**src/rtl/audio_sample_scheduler.sv**
```systemverilog
// Audio pacing for the HDMI datapath: a fractional accumulator derives clk_audio
// and a sample strobe from clk_pixel, draining a stereo FIFO once per audio period.
module audio_sample_scheduler #(
  parameter int unsigned CLK_HZ        = 74250000,
  parameter int unsigned AUDIO_RATE    = 48000,
  parameter int unsigned SAMPLE_WIDTH  = 16,
  parameter int unsigned FIFO_DEPTH    = 16,
  parameter bit          UNDERRUN_ZERO = 1'b0
) (
  input  logic                          clk_pixel,
  input  logic                          reset,
  input  logic                          enable,
  input  logic                          clear_stats,
  input  logic                          in_valid,
  output logic                          in_ready,
  input  logic [SAMPLE_WIDTH-1:0]       in_left,
  input  logic [SAMPLE_WIDTH-1:0]       in_right,
  output logic                          clk_audio,
  output logic                          sample_strobe,
  output logic [SAMPLE_WIDTH-1:0]       audio_left,
  output logic [SAMPLE_WIDTH-1:0]       audio_right,
  output logic [$clog2(FIFO_DEPTH):0]   fifo_level,
  output logic                          underrun_flag,
  output logic [15:0]                   underrun_count
);

  localparam int unsigned INC   = 2 * AUDIO_RATE;
  localparam int unsigned ACC_W = $clog2(CLK_HZ + INC);
  localparam int unsigned PTR_W = $clog2(FIFO_DEPTH);
  localparam int unsigned LVL_W = PTR_W + 1;
  localparam int unsigned WORD_W = 2 * SAMPLE_WIDTH;

  localparam logic [ACC_W:0]  INC_EXT   = (ACC_W + 1)'(INC);
  localparam logic [ACC_W:0]  CLK_EXT   = (ACC_W + 1)'(CLK_HZ);
  localparam logic [LVL_W-1:0] LVL_FULL = LVL_W'(FIFO_DEPTH);

  logic [ACC_W-1:0]        acc_q, acc_d;
  logic [ACC_W:0]          acc_sum;
  logic                    tick;
  logic                    falling_tick;
  logic                    clk_audio_q, clk_audio_d;
  logic                    strobe_q, strobe_d;

  logic [WORD_W-1:0]       mem_q [FIFO_DEPTH];
  logic [WORD_W-1:0]       mem_d [FIFO_DEPTH];
  logic [PTR_W-1:0]        wr_ptr_q, wr_ptr_d;
  logic [PTR_W-1:0]        rd_ptr_q, rd_ptr_d;
  logic [LVL_W-1:0]        level_q, level_d;
  logic                    full;
  logic                    empty;
  logic                    push;
  logic                    pop;
  logic                    underrun;
  logic [WORD_W-1:0]       head;

  logic [SAMPLE_WIDTH-1:0] left_q, left_d;
  logic [SAMPLE_WIDTH-1:0] right_q, right_d;
  logic [WORD_W-1:0]       last_q, last_d;
  logic                    flag_q, flag_d;
  logic [15:0]             count_q, count_d;

  // Wide sum keeps the compare exact; the remainder carries over so the average has no drift.
  always_comb begin
    acc_sum     = {1'b0, acc_q} + INC_EXT;
    acc_d       = acc_q;
    tick        = 1'b0;
    clk_audio_d = clk_audio_q;
    if (enable) begin
      if (acc_sum >= CLK_EXT) begin
        tick  = 1'b1;
        acc_d = ACC_W'(acc_sum - CLK_EXT);
      end else begin
        acc_d = acc_sum[ACC_W-1:0];
      end
    end
    if (tick) begin
      clk_audio_d = ~clk_audio_q;
    end
  end

  assign falling_tick = tick && clk_audio_q;
  assign full         = (level_q == LVL_FULL);
  assign empty        = (level_q == '0);
  assign in_ready     = !full && !reset;
  assign push         = in_valid && in_ready;
  assign pop          = falling_tick && !empty;
  assign underrun     = falling_tick && empty;
  assign head         = mem_q[rd_ptr_q];

  always_comb begin
    mem_d = mem_q;
    if (push) begin
      mem_d[wr_ptr_q] = {in_left, in_right};
    end
  end

  always_comb begin
    wr_ptr_d = wr_ptr_q;
    rd_ptr_d = rd_ptr_q;
    level_d  = level_q;
    if (push) begin
      wr_ptr_d = wr_ptr_q + PTR_W'(1);
    end
    if (pop) begin
      rd_ptr_d = rd_ptr_q + PTR_W'(1);
    end
    case ({push, pop})
      2'b10:   level_d = level_q + LVL_W'(1);
      2'b01:   level_d = level_q - LVL_W'(1);
      default: level_d = level_q;
    endcase
  end

  // Samples move only on the falling tick, half a period ahead of the hdmi capture edge.
  always_comb begin
    strobe_d = falling_tick;
    left_d   = left_q;
    right_d  = right_q;
    last_d   = last_q;
    if (pop) begin
      left_d  = head[WORD_W-1:SAMPLE_WIDTH];
      right_d = head[SAMPLE_WIDTH-1:0];
      last_d  = head;
    end else if (underrun) begin
      if (UNDERRUN_ZERO) begin
        left_d  = '0;
        right_d = '0;
      end else begin
        left_d  = last_q[WORD_W-1:SAMPLE_WIDTH];
        right_d = last_q[SAMPLE_WIDTH-1:0];
      end
    end
  end

  always_comb begin
    flag_d  = flag_q;
    count_d = count_q;
    if (clear_stats) begin
      flag_d  = 1'b0;
      count_d = '0;
    end else if (underrun) begin
      flag_d = 1'b1;
      if (count_q != 16'hFFFF) begin
        count_d = count_q + 16'd1;
      end
    end
  end

  always_ff @(posedge clk_pixel) begin
    if (reset) begin
      acc_q       <= '0;
      clk_audio_q <= 1'b0;
      strobe_q    <= 1'b0;
      wr_ptr_q    <= '0;
      rd_ptr_q    <= '0;
      level_q     <= '0;
      left_q      <= '0;
      right_q     <= '0;
      last_q      <= '0;
      flag_q      <= 1'b0;
      count_q     <= '0;
    end else begin
      acc_q       <= acc_d;
      clk_audio_q <= clk_audio_d;
      strobe_q    <= strobe_d;
      wr_ptr_q    <= wr_ptr_d;
      rd_ptr_q    <= rd_ptr_d;
      level_q     <= level_d;
      left_q      <= left_d;
      right_q     <= right_d;
      last_q      <= last_d;
      flag_q      <= flag_d;
      count_q     <= count_d;
    end
  end

  // Storage needs no reset: the pointers and level decide what is valid.
  always_ff @(posedge clk_pixel) begin
    mem_q <= mem_d;
  end

  assign clk_audio      = clk_audio_q;
  assign sample_strobe  = strobe_q;
  assign audio_left     = left_q;
  assign audio_right    = right_q;
  assign fifo_level     = level_q;
  assign underrun_flag  = flag_q;
  assign underrun_count = count_q;

endmodule

```
**config.mk**
```make
export PLATFORM = sky130hd
export DESIGN_NAME = audio_sample_scheduler
export DESIGN_NICKNAME = d
export VERILOG_FILES = /design/src/rtl/audio_sample_scheduler.sv
export SDC_FILE = /design/constraint.sdc
export NUM_CORES = 1
export LEC_CHECK = 0
export CAP_MARGIN = 20
export CORE_ASPECT_RATIO = 0.6
export CORE_MARGIN = 2
export CORE_UTILIZATION = 50
export CTS_CLUSTER_DIAMETER = 40
export DETAILED_ROUTE_END_ITERATION = 16
export PLACE_DENSITY_LB_ADDON = 0.12
export SETUP_SLACK_MARGIN = 0.2
export SLEW_MARGIN = 15
export SYNTH_ARGS = -nofsm -noshare
export SYNTH_HDL_FRONTEND = slang
export SYNTH_SLANG_ARGS = --single-unit
```
**constraint.sdc**
```tcl
create_clock -name clk_pixel -period 6.1 [get_ports clk_pixel]
set_input_delay 1.83 -clock clk_pixel [delete_from_list [all_inputs] [get_ports clk_pixel]]
set_output_delay 1.83 -clock clk_pixel [all_outputs]
set_load 0.05 [all_outputs]
```
==> reports/qor.log <==
qor: run_status.run_status completed
qor: sta.timing.slew.headroom 33.7%
qor: detailed_routing.total_detailed_routing_wirelength 56.7 mm
qor: clocking.tritoncts done
qor: finish.layout.filler_cells 3763
qor: sta.fin_hold_ws 458 ps
qor: grt.antenna_violations_before_repair 2
qor: grt.grt_max_degree 77
qor: placement.port-buffer-count 93
qor: logic_synthesis.seq_area_frac_synth 70.2%
qor: finish.multi_input_combinational_cell_area 7210 sq um
qor: detailed_routing.dr.first_iter.drc_count 1392
qor: critical_path.crit_arrival 3240 ps
qor: critical_path.highest_fanout_seen_on_the_critical_path 40
qor: power.p_leak 8.87 nW
qor: finish.syn_to_layout_area_delta 14.5%
qor: flow_run.max_cap_viol_count 0
qor: grt.globalRouteTotalUtil 21.9%
qor: floorplan.ios 94
qor: sta.rsz0062_at_grt false
qor: clocking.tritoncts_num_sinks 631
qor: detailed_routing.vias_per_cell 5.96
qor: critical_path.worstPathRequired 4270 ps
qor: logic_synthesis.yosys.cell_types.count 76
qor: clocking.holdBufCountCts 0
qor: finish.final-seq-area 17800 sq um
qor: finish.num-nets-final 1643
qor: critical_path.crit_path_start_kind input pin
qor: logic_synthesis.synth_largest_area_cell edfxtp_1
qor: grt.grt-ovfl-total 0
qor: finish.post_route_cells_drive_above_1_share 19.1%
qor: critical_path.critical_path.endpoint_type output port
qor: sta.worst_slew_pin_slew 991 ps
qor: logic_synthesis.netlist_top_cells_count edfxtp_1, mux4_2, nor2_1
qor: sta.final_min_period_over_clock_period 83.1%
qor: logic_synthesis.synth-main-ff-cell edfxtp_1
qor: sta.timing.setup.tns 0 ps
qor: floorplan.placementRows 63
qor: logic_synthesis.mappedNetlistNets 1544
qor: sta.finalSetupViolations 0
qor: grt.first_pass_grt_wire_length 84.9 mm
qor: sta.drv_slew 0
qor: worst_hold_path.worstHoldPathType flip-flop to flip-flop
qor: detailed_routing.drtPass1Iterations 5
qor: clocking.clockBufferDepth 3
qor: power.vdd_drop_max 0.225 mV
qor: floorplan.dieWidth 294 microns
qor: clocking.cts.htree.levels 2
qor: logic_synthesis.synth_edf_count 512
qor: sta.fin_crit 5070 ps
qor: detailed_routing.antenna_left 0
qor: logic_synthesis.yosys_register_bits 631
qor: logic_synthesis.async_flop_share 0%
qor: logic_synthesis.synth_area_per_cell 16.9 sq um
qor: placement.dp_hpwl 32.1 mm
qor: sta.finClkSkew 17.1 ps
qor: sta.report.final.hold_viol_count 0
qor: clocking.cts.reportedPaths.clkPinSlew 60 ps
qor: clocking.clk_root_buffer_cell clkbuf_16
qor: logic_synthesis.post-synth-top-count-cell edfxtp_1
qor: detailed_routing.dr_total_vias 13700
qor: clocking.cts_resized 0
qor: logic_synthesis.syn_inst 1494
qor: logic_synthesis.post_synth_top_area_share 60.8%
qor: clocking.cts_post_setup_buffers_inserted 0
qor: clocking.clock_insertion_delay_worst_skew 600 ps
qor: detailed_routing.number_of_design_rule_violations_left_after_detail_routing 0
qor: clocking.total_clock_buffers_created_by_cts 58
qor: grt.vias_in_the_first_global_route 13200
qor: logic_synthesis.syn-cell-area 25300 sq um
qor: logic_synthesis.yosysWarningCount 0
qor: sta.fmaxAchievable 197 MHz
qor: critical_path.worst-setup-path-type input pin to output port
qor: floorplan.initial_core_util 50.9%
qor: logic_synthesis.post_synth_main_area_contributors edfxtp_1, mux4_2, dfxtp_1, nor2_1, mux2i_1
qor: placement.rd_place_congestion 0.857
qor: floorplan.die_h 178 microns
qor: floorplan.coreArea 49700 sq um
qor: power.cellPowerDensity 296 nW/um^2
qor: detailed_routing.wire_per_inst 24.7 microns
qor: floorplan.dieArea 52500 sq um
state kept, by name, summed over array words and instances, names as in the netlist:
name	count
acc_q	23
audio_right	16
underrun_count	16
fifo_level	5
wr_ptr_q	4
mem_q	512
audio_left	16
sample_strobe	1
rd_ptr_q	4
clk_audio	1
last_q	32
underrun_flag	1
worst paths after layout:
| kind | cells after the start | startpoint | end | slack [ps] |
|---|---|---|---|---|
| min reg2reg | 2 | underrun_flag$_SDFFE_PP0P_ | underrun_flag$_SDFFE_PP0P_ | 460 |
| max reg2reg | 16 | acc_q[8]$_SDFFE_PP0P_ | fifo_level[4]$_SDFFE_PP0P_ | 1170 |
| min | 2 | underrun_flag$_SDFFE_PP0P_ | underrun_flag$_SDFFE_PP0P_ | 460 |
| max | 3 | reset | in_ready | 1030 |
placed cells by master (no fill, tap or decap), types with 10 or more instances in the layout:
master / instances
edfxtp_1: 512
mux4_2: 138
nor2_1: 125
dfxtp_1: 115
clkdlybuf4s50_1: 92
nand2_1: 66
clkbuf_16: 59
mux2i_1: 49
xor2_1: 30
buf_4: 29
o21ai_0: 27
a21oi_1: 26
a211oi_1: 26
xnor2_1: 20
nor2b_1: 18
inv_1: 17
nand2b_1: 17
nand4_1: 17
a31oi_1: 15
nand3_1: 14
nor2_4: 13
nor3_1: 13
o22ai_1: 13
ha_1: 13
clkinv_2: 13
clkbuf_1: 13
nor4_1: 11
o2111ai_1: 10
cell type report:
class / count / share of cell area, %
well taps: 650 / 2.81
inverters: 17 / 0.220
repair buffers: 126 / 4.25
clock buffers: 80 / 5.65
diodes: 2 / 0.0173
multi-input cells: 759 / 24.9
clock inverters: 28 / 0.808
flip-flops and latches: 631 / 61.4
through the flow:
stage | util (%) | instances | setup WS (ps) | power [W] | instance area (sq um)
global route | 58.3 | 2292 | 817 | 0.00884 | 29000
finish | 58.3 | 2293 | 1030 | 0.00857 | 29000
floorplan | - | 1494 | 165 | 0.00497 | 25300
CTS | 58.3 | 2290 | 992 | 0.00864 | 28900
global placement | 54.5 | 2182 | 1010 | 0.00509 | 27100
detailed placement | 54.5 | 2182 | 993 | 0.00510 | 27100
cell families after synthesis:
kind of cell / after synthesis / share of synthesized area, %
buf+inv: 104 / 1.76
simple gates: 337 / 6.52
fa+ha+maj: 13 / 0.643
mux: 192 / 14.4
flops: 631 / 70.2
xor+xnor: 50 / 1.73
compound gates: 167 / 4.69
report_power, final:
group | total [W] | switching, W | internal, W
Clock | 0.00355 | 0.00158 | 0.00197
Sequential | 0.00471 | 0.0000301 | 0.00468
Combinational | 0.000298 | 0.000194 | 0.000105
Total | 0.00857 | 0.00180 | 0.00676
layer usage:
| layer | track usage [%] | wire, microns | up-vias |
|---|---|---|---|
| li1 | - | - | 6111 |
| met1 | 34.4 | 27000 | 6989 |
| met2 | 31.7 | 24300 | 487 |
| met3 | 4.44 | 4310 | 75 |
| met4 | 4.76 | 988 | 0 |
| met5 | 0 | 0 | - |
critical path, cell delays in order:
cell and delay (ps):
buf_4 250, a21oi_1 300, clkdlybuf4s50_1 860
Power figures use the tool's default switching activity.
